--- src/rtl/branch_target_buffer_pkg.sv ---
// Shared definitions for the branch target buffer: 2-bit direction counter
// encoding and default geometry used to derive index/tag slice widths.
package branch_target_buffer_pkg;

    typedef logic [1:0] cnt_t;

    localparam cnt_t CNT_SNT   = 2'b00;
    localparam cnt_t CNT_WNT   = 2'b01;
    localparam cnt_t CNT_WT    = 2'b10;
    localparam cnt_t CNT_ST    = 2'b11;
    localparam cnt_t CNT_RESET = CNT_WNT;
    localparam cnt_t CNT_ALLOC = CNT_WT;

    localparam int BTB_IDX_BITS = 4;
    localparam int BTB_PC_W     = 32;

    // Word-aligned PCs: index starts at bit 2, tag takes everything above it
    function automatic int tag_width(input int pc_w, input int idx_bits);
        return pc_w - idx_bits - 2;
    endfunction

endpackage

--- src/rtl/branch_target_buffer_sat_counter2.sv ---
// Next-state logic for a 2-bit saturating direction counter.
module sat_counter2
    import branch_target_buffer_pkg::*;
(
    input  cnt_t cur,
    input  logic taken,
    output cnt_t next
);

    always_comb begin
        next = cur;
        if (taken && (cur != CNT_ST)) begin
            next = cur + 2'd1;
        end else if (!taken && (cur != CNT_SNT)) begin
            next = cur - 2'd1;
        end
    end

endmodule

--- src/rtl/branch_target_buffer.sv ---
// Direct-mapped BTB with 2-bit direction counters: combinational lookup for IF,
// registered update from EX, and a saturating mispredict counter.
module branch_target_buffer
    import branch_target_buffer_pkg::*;
#(
    parameter int IDX_BITS = BTB_IDX_BITS,
    parameter int PC_W     = BTB_PC_W
) (
    input  logic            Clk,
    input  logic            Rst,
    input  logic [PC_W-1:0] LookupPC,
    output logic            PredHit,
    output logic            PredTaken,
    output logic [PC_W-1:0] PredTarget,
    input  logic            UpdEn,
    input  logic [PC_W-1:0] UpdPC,
    input  logic            UpdTaken,
    input  logic [PC_W-1:0] UpdTarget,
    input  logic            UpdMispredict,
    output logic [31:0]     MispredictCount
);

    localparam int ENTRIES = 1 << IDX_BITS;
    localparam int TAG_W   = tag_width(PC_W, IDX_BITS);

    logic              valid_q  [ENTRIES];
    logic              valid_d  [ENTRIES];
    logic [TAG_W-1:0]  tag_q    [ENTRIES];
    logic [TAG_W-1:0]  tag_d    [ENTRIES];
    logic [PC_W-1:0]   target_q [ENTRIES];
    logic [PC_W-1:0]   target_d [ENTRIES];
    cnt_t              cnt_q    [ENTRIES];
    cnt_t              cnt_d    [ENTRIES];
    logic [31:0]       mispredict_count_q;
    logic [31:0]       mispredict_count_d;

    logic [IDX_BITS-1:0] lk_idx;
    logic [TAG_W-1:0]    lk_tag;
    logic [IDX_BITS-1:0] upd_idx;
    logic [TAG_W-1:0]    upd_tag;
    logic                upd_hit;
    cnt_t                upd_cnt_next;
    logic                unused_pc_low;

    assign lk_idx  = LookupPC[IDX_BITS+1:2];
    assign lk_tag  = LookupPC[PC_W-1:IDX_BITS+2];
    assign upd_idx = UpdPC[IDX_BITS+1:2];
    assign upd_tag = UpdPC[PC_W-1:IDX_BITS+2];
    assign unused_pc_low = ^{LookupPC[1:0], UpdPC[1:0]};

    // Lookup sees only registered state, so a same-cycle update is not bypassed
    always_comb begin
        PredHit    = valid_q[lk_idx] && (tag_q[lk_idx] == lk_tag);
        PredTaken  = PredHit && cnt_q[lk_idx][1];
        PredTarget = PredHit ? target_q[lk_idx] : '0;
    end

    assign upd_hit = valid_q[upd_idx] && (tag_q[upd_idx] == upd_tag);

    sat_counter2 u_sat_counter2 (
        .cur   (cnt_q[upd_idx]),
        .taken (UpdTaken),
        .next  (upd_cnt_next)
    );

    always_comb begin
        valid_d  = valid_q;
        tag_d    = tag_q;
        target_d = target_q;
        cnt_d    = cnt_q;
        if (UpdEn) begin
            if (upd_hit) begin
                cnt_d[upd_idx] = upd_cnt_next;
                if (UpdTaken) begin
                    target_d[upd_idx] = UpdTarget;
                end
            end else if (UpdTaken) begin
                // Taken miss evicts whatever aliased into this slot
                valid_d[upd_idx]  = 1'b1;
                tag_d[upd_idx]    = upd_tag;
                target_d[upd_idx] = UpdTarget;
                cnt_d[upd_idx]    = CNT_ALLOC;
            end
        end
    end

    always_comb begin
        mispredict_count_d = mispredict_count_q;
        if (UpdEn && UpdMispredict && (mispredict_count_q != 32'hFFFF_FFFF)) begin
            mispredict_count_d = mispredict_count_q + 32'd1;
        end
    end

    always_ff @(posedge Clk or posedge Rst) begin
        if (Rst) begin
            for (int i = 0; i < ENTRIES; i++) begin
                valid_q[i]  <= 1'b0;
                tag_q[i]    <= '0;
                target_q[i] <= '0;
                cnt_q[i]    <= CNT_RESET;
            end
            mispredict_count_q <= '0;
        end else begin
            valid_q            <= valid_d;
            tag_q              <= tag_d;
            target_q           <= target_d;
            cnt_q              <= cnt_d;
            mispredict_count_q <= mispredict_count_d;
        end
    end

    assign MispredictCount = mispredict_count_q;

endmodule

--- config.mk ---
export PLATFORM = sky130hd
export DESIGN_NAME = branch_target_buffer
export DESIGN_NICKNAME = d
export VERILOG_FILES = /design/src/rtl/branch_target_buffer_pkg.sv /design/src/rtl/branch_target_buffer_sat_counter2.sv /design/src/rtl/branch_target_buffer.sv
export SDC_FILE = /design/constraint.sdc
export NUM_CORES = 2
export LEC_CHECK = 0
export ABC_AREA = 0
export CORE_MARGIN = 5
export CORE_UTILIZATION = 45
export DETAILED_ROUTE_END_ITERATION = 12
export PLACE_DENSITY = 0.64
export SYNTH_ARGS = -nofsm -noshare
export SYNTH_HDL_FRONTEND = slang
export SYNTH_HIERARCHICAL = 1
export SYNTH_SLANG_ARGS = --single-unit
--- constraint.sdc ---
create_clock -name Clk -period 36.9 [get_ports Clk]
set_clock_uncertainty 0.2 [all_clocks]
set_input_delay 7.38 -clock Clk [delete_from_list [all_inputs] [get_ports Clk]]
set_output_delay 7.38 -clock Clk [all_outputs]
set_load 0.05 [all_outputs]
==> summary.txt <==
largest net degree at the start of global routing: 188
post-synth cell types: 68
top cells by area, synth: dfrtp_1 (49%), mux2_2 (20%), mux4_2 (18%)
wire per inst: 28.4 um
Req. time, crit path: 29.32 ns
# resized after CTS: 0
total leakage power: 24.1 nW
Pwr Density: 55.2 mW/mm^2
Die W: 344 um
RSZ-0062 raised after global routing: no
Post-synth ARST share: 1.00
placed insts: 4635
total grt overflow: 0
Tot GR Track Use: 0.233
nets: 3361
dpl hpwl: 80.6 mm
Max Cap Violations: 0
Port Buffers: 162
Worst Slack Setup Final: 16.03 ns
worst hold path type: register to register
Relative slew margins: 0.220
Crit Path Category: primary input to output pin
sequential share of the synthesized area: 0.503
Syn Nets: 3318
CTS Sinks: 1008
first-pass GRT wire length: 210 mm
IO Pins: 167
initial antenna violation count: 14
clk_lat worst skew: 0.71 ns
CTS tree: done
fin cells: 4841
Initial DRT Pass Iterations: 5
outcome: complete, no violations
Antenna Nets Post-Route: 0
Yosys Warn Count: 6
routed via count: 30000
hold buffers post-CTS: 0
synthesized flop and latch total: 1008
Cells after Synth: 3214
dpl ws: 16.04 ns
fillers: 8937
share of cells above drive strength 1: 0.483
clk buf depth: 3
Area growth, synth to finish: 12.9%
post-synth top area cell: dfrtp_1
Worst EP arrival: 13.29 ns
Main synth FF type: dfrtp_1
Placer Congestion: 0.850
core box area: 0.111 mm^2
shortest period the worst path allows: 20.87 ns
Routed WL: 137 mm
initial core utilization: 0.453
Final Util: 0.512
Tightest Pin Transition: 1.17 ns
Worst setup EP type: output pin
Max Freq: 47.9 MHz
synthesized cell area: 0.0502 mm^2
setup TNS: 0 ns
initial DRC count: 2163
root buffer cell: clkbuf_16
final setup vio count: 0
most frequent cells in the layout: dfrtp_1 (992), mux2_2 (886), mux4_2 (406), clkdlybuf4s50_1 (155), clkbuf_16 (109)
number of flops mapped to enable cells by yosys: 0
Final Hold Slack: 0.287 ns
CTS HTree Levels: 3
critical path peak fanout: 57
Critical Path Source Type: primary input
syn_area_per_cell: 15.6 um^2
residual DRC count: 0
share of the synthesized area in the top cell type: 0.495
area taken by multi-input logic gates: 0.0236 mm^2
Register Area: 0.0252 mm^2
Final Cycle Share: 0.566
FP Rows: 122
Via density: 6.19
# Post-CTS Setup Buffers: 0
Slew Viols, Final: 0
die area: 0.118 mm^2
Fin. Hold Viols: 0
commonest non-fill, non-tap cell in the layout: dfrtp_1
Die Height: 344 um
worst vdd ir: 39.2 uV
total CTS buffers: 108
Reg clk slew, reported paths: 0.06 ns
vias in the first global route: 32800
-- final timing paths --
kind	startpoint	end	slack [ns]	cells after the start
worst max-delay path	LookupPC[2]	PredTarget[31]	16.03	11
worst min-delay path	cnt_q[20]$_DFFE_PP1P_	cnt_q[20]$_DFFE_PP1P_	0.29	1
worst max register to register	tag_q[75]$_DFFE_PP0P_	tag_q[135]$_DFFE_PP0P_	31.81	11
worst min register to register	cnt_q[20]$_DFFE_PP1P_	cnt_q[20]$_DFFE_PP1P_	0.29	1
max in group asynchronous	Rst	target_q[399]$_DFFE_PP0P_	25.91	5
min in group asynchronous	Rst	MispredictCount[9]$_DFFE_PP0P_	7.05	2
-- logic make-up after synthesis --
group,synth area share
compound gates,0.0206
xor+xnor,0.0131
fa+ha+maj,0.000748
buf+inv,0.0300
flops,0.503
mux,0.404
simple gates,0.0288
-- cell usage after synthesis, types with 5 or more instances --
cell	instances
and4_1	5
nor3_1	23
xor2_1	14
mux2_1	55
buf_2	43
or2_2	19
dfrtp_1	992
o21bai_1	14
mux2i_1	49
o22ai_1	13
a21oi_1	15
nand3_1	28
inv_1	28
a22oi_1	6
nor2_1	26
dfstp_2	16
nand2b_1	6
a31oi_1	6
nand4_1	15
buf_1	23
mux4_2	406
o21ai_0	17
nor2b_1	19
nand2_1	56
a211oi_1	8
xnor2_1	61
buf_4	27
buf_6	19
and2_1	10
o2bb2ai_1	14
mux2_2	886
and3_1	43
a2bb2oi_1	14
clkbuf_1	180
-- per-layer routing --
metal | global-route usage | vias up | part of all wire
li1 | - | 12300 | -
met1 | 0.309 | 16400 | 0.41
met2 | 0.393 | 963 | 0.50
met3 | 0.0395 | 254 | 0.055
met4 | 0.0798 | 8 | 0.033
met5 | 0 | - | 0.00040
-- area by class of cell --
type                       instances  share of cell area
inverter                          30             0.00212
antenna                           10            0.000442
multi-input combinational       1884               0.417
timing repair buffer             225              0.0375
clock buffer                     158              0.0565
tap                             1488              0.0329
sequential                      1008               0.446
clock inverter                    38             0.00802
-- metrics by stage --
stage | power, mW | cell area (um^2)
after global routing | 3.26 | 56700
after CTS | 3.15 | 56600
after detailed placement | 2.04 | 53000
after global placement | 1.99 | 53000
after floorplan | 1.87 | 50200
final | 3.13 | 56700
-- worst max-delay path, stage by stage --
cell,delay (ns)
buf_8,0.51
buf_4,0.65
buf_4,0.93
mux4_2,0.63
mux4_2,0.52
xnor2_1,0.41
nand4_1,0.28
nor4_2,0.27
buf_4,0.42
and3_1,0.26
clkdlybuf4s50_1,0.81
-- power breakdown --
part / leakage [nW] / total, mW / switching (mW) / internal, mW
clock network: 1.81 / 1.11 / 0.457 / 0.650
registers: 12.8 / 1.44 / 0.131 / 1.31
logic: 9.53 / 0.575 / 0.228 / 0.347
-- state kept, by name, indices dropped and copies added, names as in the netlist --
| register | count |
|---|---|
| MispredictCount | 32 |
| cnt_q | 32 |
| tag_q | 416 |
| target_q | 512 |
| valid_q | 16 |
Note: power is estimated with default switching activity, not from simulation.
